[config.mk]
export PLATFORM = sky130hd
export DESIGN_NAME = serial_add_sub_flat
export DESIGN_NICKNAME = d
export VERILOG_FILES = /design/src/rtl/serial_add_sub_if.sv /design/src/rtl/serial_add_sub.sv /design/src/flat_wrapper.sv
export SDC_FILE = /design/constraint.sdc
export NUM_CORES = 1
export LEC_CHECK = 0
export CORE_AREA = 2 2 65 67
export CTS_CLUSTER_DIAMETER = 80
export CTS_CLUSTER_SIZE = 10
export DETAILED_ROUTE_END_ITERATION = 10
export DIE_AREA = 0 0 67 69
export GPL_TIMING_DRIVEN = 0
export PLACE_DENSITY_LB_ADDON = 0.1
export SETUP_SLACK_MARGIN = 0.05
export SYNTH_ARGS = -nofsm -noshare
export SYNTH_HDL_FRONTEND = slang
export SYNTH_SLANG_ARGS = --single-unit
[constraint.sdc]
create_clock -name clk -period 1.45 [get_ports clk]
set_input_delay 0.3625 -clock clk [delete_from_list [all_inputs] [get_ports clk]]
set_output_delay 0.3625 -clock clk [all_outputs]
set_load 0.01 [all_outputs]
[src/rtl/serial_add_sub_if.sv]
// serial_add_sub_if: start/done request and result bundle for serial_add_sub
interface serial_add_sub_if #(parameter int WIDTH = 8) ();
  logic             start;
  logic             sub;
  logic             cin;
  logic [WIDTH-1:0] a;
  logic [WIDTH-1:0] b;
  logic             busy;
  logic             done;
  logic [WIDTH-1:0] sum;
  logic             cout;
  logic             ovf;
  modport master (output start, sub, a, b, cin, input busy, done, sum, cout, ovf);
  modport slave  (input start, sub, a, b, cin, output busy, done, sum, cout, ovf);
endinterface

[src/rtl/serial_add_sub.sv]
// serial_add_sub: multi-cycle add/subtract, DIGIT bits per clock, LSB first
module serial_add_sub #(
  parameter int WIDTH = 8,
  parameter int DIGIT = 1
) (
  input logic             clk,
  input logic             rst_n,
  serial_add_sub_if.slave bus
);
  localparam int N  = WIDTH / DIGIT;
  localparam int CW = $clog2(N) + 1;
  if (WIDTH < 2 || DIGIT < 1 || WIDTH % DIGIT != 0) begin : g_bad_params
    $error("serial_add_sub: DIGIT must divide WIDTH and WIDTH must be >= 2");
  end
  typedef enum logic [1:0] {IDLE, RUN, DONE} state_t;
  state_t                 state, state_nx;
  logic [WIDTH-1:0]       ar, br, sr, sr_nx;
  logic [WIDTH+DIGIT-1:0] cat;
  logic [CW-1:0]          cnt;
  logic                   cr;
  logic [DIGIT:0]         c;
  logic [DIGIT-1:0]       s;
  logic                   accept, last;
  assign accept   = bus.start && (state == IDLE || state == DONE);
  assign last     = cnt == CW'(N - 1);
  assign bus.busy = state == RUN;
  assign bus.done = state == DONE;
  assign cat      = {s, sr};
  assign sr_nx    = cat[WIDTH+DIGIT-1:DIGIT];
  // state register
  always_ff @(posedge clk or negedge rst_n)
    if (!rst_n) state <= IDLE;
    else state <= state_nx;
  // an accept wins from IDLE or DONE; RUN ignores start until its last digit
  always_comb begin
    state_nx = accept ? RUN : (state == RUN) ? (last ? DONE : RUN) : IDLE;
  end
  // DIGIT-cell ripple fed by the low operand bits and the carry register
  always_comb begin
    c    = '0;
    s    = '0;
    c[0] = cr;
    for (int i = 0; i < DIGIT; i++) begin
      s[i]   = ar[i] ^ br[i] ^ c[i];
      c[i+1] = (ar[i] & br[i]) | (c[i] & (ar[i] ^ br[i]));
    end
  end
  // operand load on accept, then shift one digit per RUN cycle
  always_ff @(posedge clk or negedge rst_n)
    if (!rst_n) begin
      ar  <= '0;
      br  <= '0;
      sr  <= '0;
      cr  <= 1'b0;
      cnt <= '0;
    end else if (accept) begin
      ar  <= bus.a;
      br  <= bus.sub ? ~bus.b : bus.b;
      sr  <= '0;
      cr  <= bus.cin ^ bus.sub;
      cnt <= '0;
    end else if (state == RUN) begin
      ar  <= ar >> DIGIT;
      br  <= br >> DIGIT;
      sr  <= sr_nx;
      cr  <= c[DIGIT];
      cnt <= cnt + CW'(1);
    end
  // results change only on the edge that enters DONE
  always_ff @(posedge clk or negedge rst_n)
    if (!rst_n) begin
      bus.sum  <= '0;
      bus.cout <= 1'b0;
      bus.ovf  <= 1'b0;
    end else if (state == RUN && last) begin
      bus.sum  <= sr_nx;
      bus.cout <= c[DIGIT];
      bus.ovf  <= c[DIGIT] ^ c[DIGIT-1];
    end
endmodule

[src/flat_wrapper.sv]
// flat-port wrapper written by rule: the top's interface ports become plain ports
module serial_add_sub_flat 
#(
  parameter int WIDTH = 8,
  parameter int DIGIT = 1
)
  (clk, rst_n, bus_start, bus_sub, bus_a, bus_b, bus_cin, bus_busy, bus_done, bus_sum, bus_cout, bus_ovf);
  serial_add_sub_if #(.WIDTH(WIDTH)) bus_i ();
  input logic clk;
  input logic rst_n;
  input wire logic [$bits(bus_i.start)-1:0] bus_start;
  input wire logic [$bits(bus_i.sub)-1:0] bus_sub;
  input wire logic [$bits(bus_i.a)-1:0] bus_a;
  input wire logic [$bits(bus_i.b)-1:0] bus_b;
  input wire logic [$bits(bus_i.cin)-1:0] bus_cin;
  output wire logic [$bits(bus_i.busy)-1:0] bus_busy;
  output wire logic [$bits(bus_i.done)-1:0] bus_done;
  output wire logic [$bits(bus_i.sum)-1:0] bus_sum;
  output wire logic [$bits(bus_i.cout)-1:0] bus_cout;
  output wire logic [$bits(bus_i.ovf)-1:0] bus_ovf;
  assign bus_i.start = bus_start;
  assign bus_i.sub = bus_sub;
  assign bus_i.a = bus_a;
  assign bus_i.b = bus_b;
  assign bus_i.cin = bus_cin;
  assign bus_busy = bus_i.busy;
  assign bus_done = bus_i.done;
  assign bus_sum = bus_i.sum;
  assign bus_cout = bus_i.cout;
  assign bus_ovf = bus_i.ovf;
  serial_add_sub #(.WIDTH(WIDTH), .DIGIT(DIGIT)) u_core (.clk(clk), .rst_n(rst_n), .bus(bus_i));
endmodule
Word-level counts from Yosys, hierarchy flattened
Index checks and enable logic that the tools add are counted.
{"block": "totals", "mem_bits_ro": 0, "inputBits": 21, "ramBits": 0, "memories": 0, "register_bits": 41, "latchBits": 0, "word_cells": 40}
{"block": "classes", "n_mux": 14, "multipliers": 0, "bitwise_logic": 8, "n_div": 0, "order_cmp": 0, "n_eq_ne": 3, "addsub": 1, "n_reduce_logical": 5, "n_shift": 0}
{"op": "$mux W8", "count": 7}
{"op": "$mux W4", "count": 2}
{"op": "$not A8 Y8", "count": 1}
{"op": "$mux W2", "count": 3}
{"op": "$add A4 B1 Y4 const B", "count": 1}
{"op": "$eq A4 B3 Y1 const B", "count": 1}
{"op": "$xor A1 B1 Y1", "count": 4}
{"op": "$and A1 B1 Y1", "count": 2}
{"op": "$eq A2 B1 Y1 const B", "count": 1}
{"op": "$eq A2 B2 Y1 const B", "count": 1}
{"op": "$logic_and A1 B1 Y1", "count": 2}
{"op": "$logic_not A2 Y1", "count": 1}
{"op": "$mux W1", "count": 2}
{"op": "$reduce_bool A2 Y1", "count": 1}
{"op": "$logic_or A1 B1 Y1", "count": 1}
{"op": "$or A1 B1 Y1", "count": 1}

Logic depth before layout (Yosys ltp)
{"block": "logic_depth", "depth_word": 5, "ltp_mapped": 6, "mapped_depth_nobuf": 4}

Worst setup path after synthesis
No wires, ideal clock.
{"block": "synth_path", "path_type": "reg2reg", "from": "reg u_core.state[1]", "to": "reg u_core.bus.cout", "stages_incl_launch_ff": 6, "setup_slack_ps": 41, "arrival_time_ps": 1284, "t_required_ps": 1325, "n_path_buf": 2, "path_cell_list": "dfrtp_1 nand2b_1 buf_6 nor3_4 buf_6 mux2_2"}
{"block": "synth_between", "elab_chain_cells": 2}
{"item": "from (decl)", "line_no": "serial_add_sub.sv:16", "text": "state_t state, state_nx;"}
{"item": "from (signal assigned)", "line_no": "serial_add_sub.sv:33", "text": "else state <= state_nx;"}
{"item": "$eq A2 B1 Y1", "line_no": "serial_add_sub.sv:75", "text": "end else if (state == RUN && last) begin"}
{"item": "$logic_and A1 B1 Y1", "line_no": "serial_add_sub.sv:75"}
{"item": "to (signal assigned)", "line_no": "serial_add_sub.sv:77", "text": "bus.cout <= c[DIGIT];"}
{"item": "to (decl)", "line_no": "serial_add_sub_if.sv:14", "text": "modport slave (input start, sub, a, b, cin, output busy, done, sum, cout, ovf);"}
No other way between the ends.
A chain may end at the register's enable or synchronous reset.

Worst setup path in the final report
{"block": "layout_path", "from": "reg u_core.state[1]", "to": "reg u_core.bus.sum[3]"}
{"block": "layout_between", "elab_chain_cells": 2}
{"item": "$eq A2 B1 Y1", "line_no": "serial_add_sub.sv:75"}
{"item": "$logic_and A1 B1 Y1", "line_no": "serial_add_sub.sv:75"}
{"item": "to (signal assigned)", "line_no": "serial_add_sub.sv:76", "text": "bus.sum <= sr_nx;"}
{"item": "to (decl)", "line_no": "serial_add_sub_if.sv:14"}
No other way between the ends.

==> metrics.txt <==
CTS tree done; Final GP Congestion 0.801; Reg area 0.00100 mm2; worst r2r src u_core.state[1]; Leak Pwr between 1 and 1.5 nW; share of cells above drive strength 1 between 20% and 30%; Core Area roughly 0.0039 mm2; Buffers on Ports 31; status finished with violations; Root Driver clkbuf_8; failing checks setup timing; wirelength, routed 3860 um; IO Pins 33; via count 1,334; nature of the critical path endpoint flip-flop; DIE HEIGHT approximately 69 um; post-DP HPWL roughly 2500 um; reg-to-reg slack, setup -0.06 ns; Crit path required time 1.63 ns; Die Wd roughly 67 um; setup ws final -0.0641 ns; Post-synth ARST share 100%; nets 232; first-pass GRT wire length 6630 um; Setup WS pre-CTS -0.475 ns; antenna violations before repair 0; CTS max path bufs 2; Synth area leader dfrtp_1; VDD IR-drop max 914 uV; syn_area_per_cell 11.1 um2; worst-skew pair later-pin latency around 0.29 ns; synthesized cell area approximately 0.0018 mm2; clock-pin slew on the worst setup and hold paths approximately 0.070 ns; Post-route DRC 0; H-tree depth 2; Syn Nets 181; Synth Flop Type dfrtp_1; register area share after synthesis a little under three fifths; max-slew violation count 0; fin util 61.1%; global routing usage on met1 27.7%; total CTS buffers 5; starting density of the core 44.8%; Data arrival, critical path around 1.7 ns; ANT cells 0; final setup TNS -0.561 ns; Final ANT Viol Nets 0; pin slew with the least headroom to its limit 0.881 ns; total grt overflow 0; RR Endpoint u_core.bus.sum[3]; DR WL/cell 14.8 um; fmax ~660 MHz; Synth warnings 0; Pwr Density 2120 mW/mm2; Placed Area 0.00212 mm2; Row Count 23; TritonCTS sink count 40; pin count of the biggest net entering global routing 41; CP Class flip-flop to flip-flop; share of the cycle needed by the critical path after routing 104%; Most Crowded Layer GR met2; Hold WS 0.190 ns; GRT Total Usage slightly below 20%; area fraction of the dominant cell type after synthesis 57.1%; Fillers 318; Final min period 1.51 ns; HP Class input pin to async pin; clk_skew roughly 0.0052 ns; Area growth, synth to finish 36.4%; max_slew headroom 41.3%; Synth area leaders dfrtp_1 (57%), nand2_1 (6.8%), mux2_2 (6.4%), xor2_1 (5.5%), a22o_1 (5.0%); Vias per Instance a little over 5; max_cap viols 0; area of the multi-input gates approximately 750 um2; drt pass-1 iters 4; EDFF count, synth 0; met2 Usage GRT 28.3%; synth unique cells 24; crit-path max FO 5; met3 Use GR 5.55%; endpoints failing setup 11; FF+latch count, synth 40; Iter 0 DRT Violations 70; design area 0.00239 mm2; RSZ-0062 raised after global routing true; R2R cell count 5; Worst Setup Start Kind flip-flop; Final Hold Viols 0; Mapped Cells ~160; die area roughly 0.0046 mm2; number of global-route vias before repair 1,321
report_power, final:
part / switching, W / internal (W)
registers: 0.000342 / 0.00162
clock network: 0.000373 / 0.000510
logic: 0.00105 / 0.00117
total: 0.00176 / 0.00330
synth_stat cells, types with 2 or more instances:
master,number
a22o_1,10
a31oi_1,14
buf_4,2
buf_6,2
clkbuf_1,4
dfrtp_1,40
mux2_2,10
nand2_1,32
nand2b_1,2
nand3_1,2
nor2_1,15
nor2b_1,2
o21ai_0,2
xor2_1,11
state kept, by name (all words and copies together), names as in the netlist:
| name | cells |
|---|---|
| u_core.ar | 8 |
| u_core.br | 8 |
| u_core.bus.cout | 1 |
| u_core.bus.sum | 8 |
| u_core.sr | 7 |
| u_core.bus.ovf | 1 |
| u_core.state | 2 |
| u_core.cr | 1 |
| u_core.cnt | 4 |
kinds of logic after synthesis:
group | Yosys count | synth area share [%]
buf+inv | 10 | 3.49
fa+ha+maj | 2 | 1.85
flops | 40 | 57.1
simple gates | 57 | 14.1
xor+xnor | 11 | 5.49
compound gates | 27 | 11.0
mux | 11 | 6.99
layout make-up:
class	count	share of cell area (%)
buffer	8	2.25
clock buffer	6	3.03
clock inverter	2	1.46
inverter	1	0.471
multi-input combinational	108	31.3
sequential	40	41.9
tap	50	2.62
timing repair buffer	45	16.9
placed cells by master (no fill, tap or decap), types with 2 or more instances in the layout:
| cell | netlist | routed |
|---|---|---|
| clkdlybuf4s50_1 | 0 | 18 |
| xor2_1 | 11 | 11 |
| nand3_1 | 2 | 2 |
| a22o_1 | 10 | 10 |
| dlygate4sd2_1 | 0 | 10 |
| o21ai_0 | 2 | 2 |
| buf_2 | 1 | 3 |
| clkbuf_8 | 0 | 5 |
| nor2_1 | 15 | 15 |
| nand2_1 | 32 | 31 |
| dfrtp_1 | 40 | 39 |
| buf_4 | 2 | 13 |
| buf_6 | 2 | 4 |
| clkbuf_2 | 0 | 3 |
| a31oi_1 | 14 | 14 |
| mux2_4 | 0 | 10 |
critical path, cell delays in order (launching register included):
cell and delay (ns):
dfrtp_1 0.39, nand2b_4 0.19, buf_8 0.14, nor3_4 0.19, buf_6 0.18, mux2_4 0.31
worst max path at each step:
stage,startpoint,end,slack [ns],depth (start not counted)
6_report,u_core.state[1],u_core.bus.sum[3],-0.06,5
5_1_grt,u_core.state[1],u_core.bus.cout,-0.13,5
4_1_cts,u_core.state[1],u_core.bus.sum[3],-0.15,6
3_5_place_dp,u_core.state[1],bus_busy,-0.47,5
3_3_place_gp,rst_n,u_core.bus.ovf,-0.93,1
2_1_floorplan,u_core.cnt[0],u_core.bus.cout,0.05,5
routing by layer:
metal  wire, um  part of all wire (%)
met1       1790                    46
met5          0                     0
met3        180                   4.7
met2       1840                    48
met4         51                   1.3
repair_timing:
item	in CTS	in global routing
pin swaps	1	2
setup endpoints to repair	43	32
buffers inserted	7	6
gates cloned	1	0
hold buffers	0	0
resized for setup	40	7
through the flow:
stage | cells | total power [W]
4_1_cts | 255 | 0.00494
5_1_grt | 260 | 0.00544
3_5_place_dp | 239 | 0.00383
2_1_floorplan | 158 | 0.00312
3_3_place_gp | 239 | 0.00376
6_report | 260 | 0.00506
Note: power is estimated with default switching activity, not from simulation.
